<file path="config.mk">
export PLATFORM = sky130hd
export DESIGN_NAME = datapath_seq_ctrl
export DESIGN_NICKNAME = d
export VERILOG_FILES = /design/src/rtl/datapath_seq_ctrl.sv
export SDC_FILE = /design/constraint.sdc
export NUM_CORES = 1
export LEC_CHECK = 0
export ABC_AREA = 1
export CORE_ASPECT_RATIO = 1.25
export CORE_MARGIN = 2
export CORE_UTILIZATION = 43
export DETAILED_ROUTE_END_ITERATION = 10
export PLACE_DENSITY = 0.85
export SLEW_MARGIN = 5
export SYNTH_ARGS = -nofsm -noshare
export SYNTH_HDL_FRONTEND = slang
export SYNTH_SLANG_ARGS = --single-unit
</file>
<file path="constraint.sdc">
create_clock -name clk -period 3.2 [get_ports clk]
set_clock_uncertainty 0.1 [all_clocks]
set_input_delay 0.64 -clock clk [delete_from_list [all_inputs] [get_ports clk]]
set_output_delay 0.64 -clock clk [all_outputs]
set_load 0.005 [all_outputs]
</file>
<file path="src/rtl/datapath_seq_ctrl.sv">
// Write-port sequencer/arbiter for the register file + ALU: accept -> SETTLE_CYCLES settle -> one-cycle wEn.
// Readys are combinational and only asserted in IDLE; optional perf counters under `DPCTRL_PERF_EN`.
module datapath_seq_ctrl #(
  parameter int WIDTH         = 32,
  parameter int SETTLE_CYCLES = 1
) (
  input  logic             clk,
  input  logic             rstN,
  input  logic             instValid,
  output logic             instReady,
  input  logic [WIDTH-1:0] instWord,
  input  logic             ldValid,
  output logic             ldReady,
  input  logic [4:0]       ldAddr,
  input  logic [WIDTH-1:0] ldData,
  output logic [WIDTH-1:0] irOut,
  output logic [WIDTH-1:0] dataOut,
  output logic             wEn,
  output logic             registerFileSelect,
  output logic             busy,
  output logic             opDone,
  output logic             illegalOp
`ifdef DPCTRL_PERF_EN
  ,
  output logic [31:0]      instCount,
  output logic [31:0]      loadCount,
  output logic [31:0]      illegalCount
`endif
);

  typedef enum logic [1:0] {IDLE, SETTLE, WRITE} state_e;

  localparam logic       PTR_INST = 1'b0;
  localparam logic       PTR_LD   = 1'b1;
  localparam logic [3:0] CNT_INIT = 4'(SETTLE_CYCLES - 1);

  state_e           state_q, state_d;
  logic [3:0]       cnt_q, cnt_d;
  logic             ptr_q, ptr_d;
  logic [WIDTH-1:0] ir_q, ir_d;
  logic [WIDTH-1:0] dat_q, dat_d;
  logic             rfsel_q, rfsel_d;
  logic             wen_q, wen_d;
  logic             busy_q, busy_d;
  logic             done_q, done_d;
  logic             illop_q, illop_d;
  logic             inst_acc, ld_acc, op_legal;

  always_comb begin
    unique case (instWord[29:26])
      4'b0000, 4'b0001, 4'b1000, 4'b1001, 4'b1010,
      4'b1011, 4'b1100, 4'b1101, 4'b1110: op_legal = 1'b1;
      default:                            op_legal = 1'b0;
    endcase
  end

  // The pointer only breaks ties; a lone requester is always granted in IDLE.
  assign instReady = (state_q == IDLE) & instValid & (~ldValid | (ptr_q == PTR_INST));
  assign ldReady   = (state_q == IDLE) & ldValid & (~instValid | (ptr_q == PTR_LD));
  assign inst_acc  = instValid & instReady;
  assign ld_acc    = ldValid & ldReady;

  // State register and registered outputs
  always_ff @(posedge clk) begin
    if (!rstN) begin
      state_q <= IDLE;
      cnt_q   <= '0;
      ptr_q   <= PTR_INST;
      ir_q    <= '0;
      dat_q   <= '0;
      rfsel_q <= 1'b0;
      wen_q   <= 1'b0;
      busy_q  <= 1'b0;
      done_q  <= 1'b0;
      illop_q <= 1'b0;
    end else begin
      state_q <= state_d;
      cnt_q   <= cnt_d;
      ptr_q   <= ptr_d;
      ir_q    <= ir_d;
      dat_q   <= dat_d;
      rfsel_q <= rfsel_d;
      wen_q   <= wen_d;
      busy_q  <= busy_d;
      done_q  <= done_d;
      illop_q <= illop_d;
    end
  end

  // Next-state logic
  always_comb begin
    state_d = state_q;
    cnt_d   = cnt_q;
    ptr_d   = ptr_q;
    unique case (state_q)
      IDLE: begin
        if (inst_acc || ld_acc) begin
          state_d = SETTLE;
          cnt_d   = CNT_INIT;
          ptr_d   = inst_acc ? PTR_LD : PTR_INST;
        end
      end
      SETTLE: begin
        // An illegal opcode spends a single SETTLE cycle flagged, then abandons the op.
        if (illop_q) begin
          state_d = IDLE;
        end else if (cnt_q == 4'd0) begin
          state_d = WRITE;
        end else begin
          cnt_d = cnt_q - 4'd1;
        end
      end
      WRITE:   state_d = IDLE;
      default: state_d = IDLE;
    endcase
  end

  // Output logic (next values of the registered outputs)
  always_comb begin
    ir_d    = ir_q;
    dat_d   = dat_q;
    rfsel_d = rfsel_q;
    illop_d = inst_acc & ~op_legal;
    wen_d   = (state_d == WRITE);
    done_d  = (state_d == WRITE);
    busy_d  = (state_d != IDLE);
    if (inst_acc) begin
      ir_d    = instWord;
      rfsel_d = 1'b0;
    end else if (ld_acc) begin
      ir_d        = '0;
      ir_d[25:21] = ldAddr;
      dat_d       = ldData;
      rfsel_d     = 1'b1;
    end
  end

  assign irOut              = ir_q;
  assign dataOut            = dat_q;
  assign wEn                = wen_q;
  assign registerFileSelect = rfsel_q;
  assign busy               = busy_q;
  assign opDone             = done_q;
  assign illegalOp          = illop_q;

`ifdef DPCTRL_PERF_EN
  logic [31:0] inst_cnt_q, load_cnt_q, ill_cnt_q;

  always_ff @(posedge clk) begin
    if (!rstN) begin
      inst_cnt_q <= '0;
      load_cnt_q <= '0;
      ill_cnt_q  <= '0;
    end else begin
      if (wen_q && !rfsel_q) inst_cnt_q <= inst_cnt_q + 32'd1;
      if (wen_q && rfsel_q)  load_cnt_q <= load_cnt_q + 32'd1;
      if (illop_q)           ill_cnt_q  <= ill_cnt_q + 32'd1;
    end
  end

  assign instCount    = inst_cnt_q;
  assign loadCount    = load_cnt_q;
  assign illegalCount = ill_cnt_q;
`endif

endmodule

</file>
==> results.sh <==
export IMPL_path_cells="clkdlybuf4s50_1 -> nand2_1 -> nand3_4 -> inv_2 -> clkdlybuf4s50_1"
export IMPL_first_pass_iters=4
export IMPL_hold_path_class="reg -> reg"
export IMPL_drcViolationCount=0
export IMPL_tightestPinTransition_ns=0.534
export IMPL_core_um2=6520
export IMPL_viasPerCell=4.74
export IMPL_rows=33
export IMPL_finalWirelength_um=7670
export IMPL_antenna_found_initial=0
export IMPL_ys_seq_area_share_pct=52.2
export IMPL_ir_worst_vdd_mv=0.475
export IMPL_io_pins=144
export IMPL_die_x_um=77.1
export IMPL_dieHeight_um=95.4
export IMPL_drt_iter0_markers=97
export IMPL_required_ns=2.46
export IMPL_pwr_share_seq_pct=40.8
export IMPL_wl_per_cell_um=12.7
export IMPL_cts_tree="yes"
export IMPL_syn_nets=448
export IMPL_max_freq_ghz=0.352
export IMPL_grt_pass1_wl_um=12300
export IMPL_finalCritPeriodShare_pct=88.7
export IMPL_clockPowerShare_pct=32.6
export IMPL_synthCells=374
export IMPL_cp_max_fo=7
export IMPL_synthFlopType="dfxtp_1"
export IMPL_fp_dieArea_um2=7360
export IMPL_grt_pass1_vias=2746
export IMPL_final_cells=603
export IMPL_antenna_cells=0
export IMPL_ys_types=22
export IMPL_finalHoldViolCount=0
export IMPL_fin_nets=585
export IMPL_switchingPower_uw=766
export IMPL_place_gp_congestion=0.817
export IMPL_synthTopCellsByArea="dfxtp_1 (52%), nand2_1 (19%), a21oi_1 (12%), inv_1 (2.7%), buf_6 (2.4%)"
export IMPL_netlist_area_leader_share_pct=52.2
export IMPL_drtAntennaViolNets=0
export IMPL_cts_setup_buffers=0
export IMPL_path_class="in -> out"
export IMPL_clk_pin_slew_ns=0.09
export IMPL_htree_levels=3
export IMPL_clk_path_buf_depth=2
export IMPL_run_status="complete, no violations"
export IMPL_place_ws_ns=0.370
export IMPL_drv_cap=0
export IMPL_end_kind="output pin"
export IMPL_intPower_uw=1930
export IMPL_setup_viol_count_final=0
export IMPL_yosysWarnings=0
export IMPL_start_kind="input port"
export IMPL_grt_overflow=0
export IMPL_final_fill_count=577
export IMPL_track_usage_pct=20.9
export IMPL_netlist_area_um2=2870
export IMPL_drive_gt1_share_pct=5.62
export IMPL_cts_root_buffer_cell="clkbuf_8"
export IMPL_fin_crit_ns=2.84
export IMPL_syn_area_per_cell_um2=7.68
export IMPL_dp_hpwl_um=5540
export IMPL_cts_inserted_buffers=9
export IMPL_synth_largest_area_cell="dfxtp_1"
export IMPL_combPwrFrac_pct=26.5
export IMPL_synth_seq_cells=75
export IMPL_synth_edf_count=0
export IMPL_layout_setup_ws_ns=0.360
export IMPL_via_count=2861
export IMPL_postCtsHoldBufs=0
export IMPL_syn2layout_area_growth_pct=58.9
export IMPL_powerDensity_nw_per_um2=591
export IMPL_setup_tns_ns=0
export IMPL_cpMaxStageDelayCell="clkdlybuf4s50_1"
export IMPL_p_leak_uw=0.00177
export IMPL_fin_total_pwr_uw=2700
export IMPL_postSynth_asyncResetShare_pct=0
export IMPL_swShare_pct=28.4
export IMPL_synth_top_cells_by_count="nand2_1 (144), dfxtp_1 (75), a21oi_1 (69)"
export IMPL_clkLatencyLatePin_ns=0.33
export IMPL_fin_util_pct=70.0
export IMPL_drv_slew=0
export IMPL_port_buffers=143
export IMPL_yosysMostFrequentCell="nand2_1"
export IMPL_worst_path_largest_cell_delay_ns=0.50
export IMPL_rsz0062_at_grt="false"
export IMPL_crit_top_cell="clkdlybuf4s50_1"
export IMPL_dp_cells=587
export IMPL_ctsResizeCount=0
export IMPL_relSlewSlack_pct=64.3
export IMPL_arrival_ns=2.10
export IMPL_grt_max_degree=42
export IMPL_start_util_pct=44.1
export IMPL_clkSinkCount=75
per-stage QoR:
stage	instance area, um^2	hold slack [ns]
after floorplan	2870	0.353
after global placement	4320	0.350
after detailed placement	4320	0.356
after CTS	4570	0.369
after global routing	4570	0.387
final	4570	0.366
critical path, delay by kind of cell:
family | cells | cell delay, ns
buffers and inverters | 3 | 1.08
AND/OR/NAND/NOR | 2 | 0.38
worst paths after layout:
path | startpoint | end | slack, ns | cells past startpoint
worst max register to register | state_q[1] | busy | 1.67 | 6
worst max-delay path | ldValid | instReady | 0.36 | 5
worst min-delay path | dataOut[25] | dataOut[25] | 0.37 | 2
worst min register to register | dataOut[25] | dataOut[25] | 0.37 | 2
cells by family (layout without fill, tap and decap cells):
logic type                 after synthesis  in the layout  share of synthesized area [%]
AOI/OAI and AO/OA                       73             73                           12.9
adders and majority gates                1              1                          0.435
buffers and inverters                   46            188                           8.23
and+or+nand+nor                        179            179                           26.2
DFF                                     75             75                           52.2
per-layer routing:
metal / routed length [um] / track usage, %
met4: 85 / 8.04
met2: 4030 / 39.0
met5: 0 / 0
met1: 3080 / 22.4
met3: 475 / 5.78
cell type report:
class	instances	area (um^2)	share of cell area, %
Timing Repair Buffer	148	1480	32.4
Sequential cell	75	1500	32.9
Clock inverter	7	124	2.71
Tap cell	87	109	2.38
Clock buffer	9	124	2.71
Inverter	24	91.3	2.00
Multi-Input combinational cell	253	1140	24.9
power by group through the flow:
stage          clock network (uW)  registers (uW)  logic [uW]
4_1_cts                       905            1100         725
3_3_place_gp                    0            1120         701
6_report                      881            1100         716
3_5_place_dp                    0            1120         721
5_1_grt                       949            1120         798
2_1_floorplan                   0            1130         381
registers in the layout (all words and copies together) (netlist names):
name,flops
state_q,2
cnt_q,4
dataOut,32
busy,1
registerFileSelect,1
irOut,32
ptr_q,1
illegalOp,1
opDone,1
layout by cell type, fill, tap and decap left out:
cell and n:
nand2_1 144, clkdlybuf4s50_1 143, dfxtp_1 75, a21oi_1 69
inv_1 21, nor2_1 12, nand3_1 12, clkbuf_8 9
nand4_1 5, buf_4 4, bufinv_16 3, nand3_4 2
inv_2 2, nand3b_1 2, o21ai_0 2, clkinv_4 2
nor2_8 1, clkinv_2 1, nand2_2 1, o21ai_2 1
a31oi_1 1, ha_1 1, clkinvlp_4 1, inv_6 1
buf_12 1
Power figures use the tool's default switching activity.
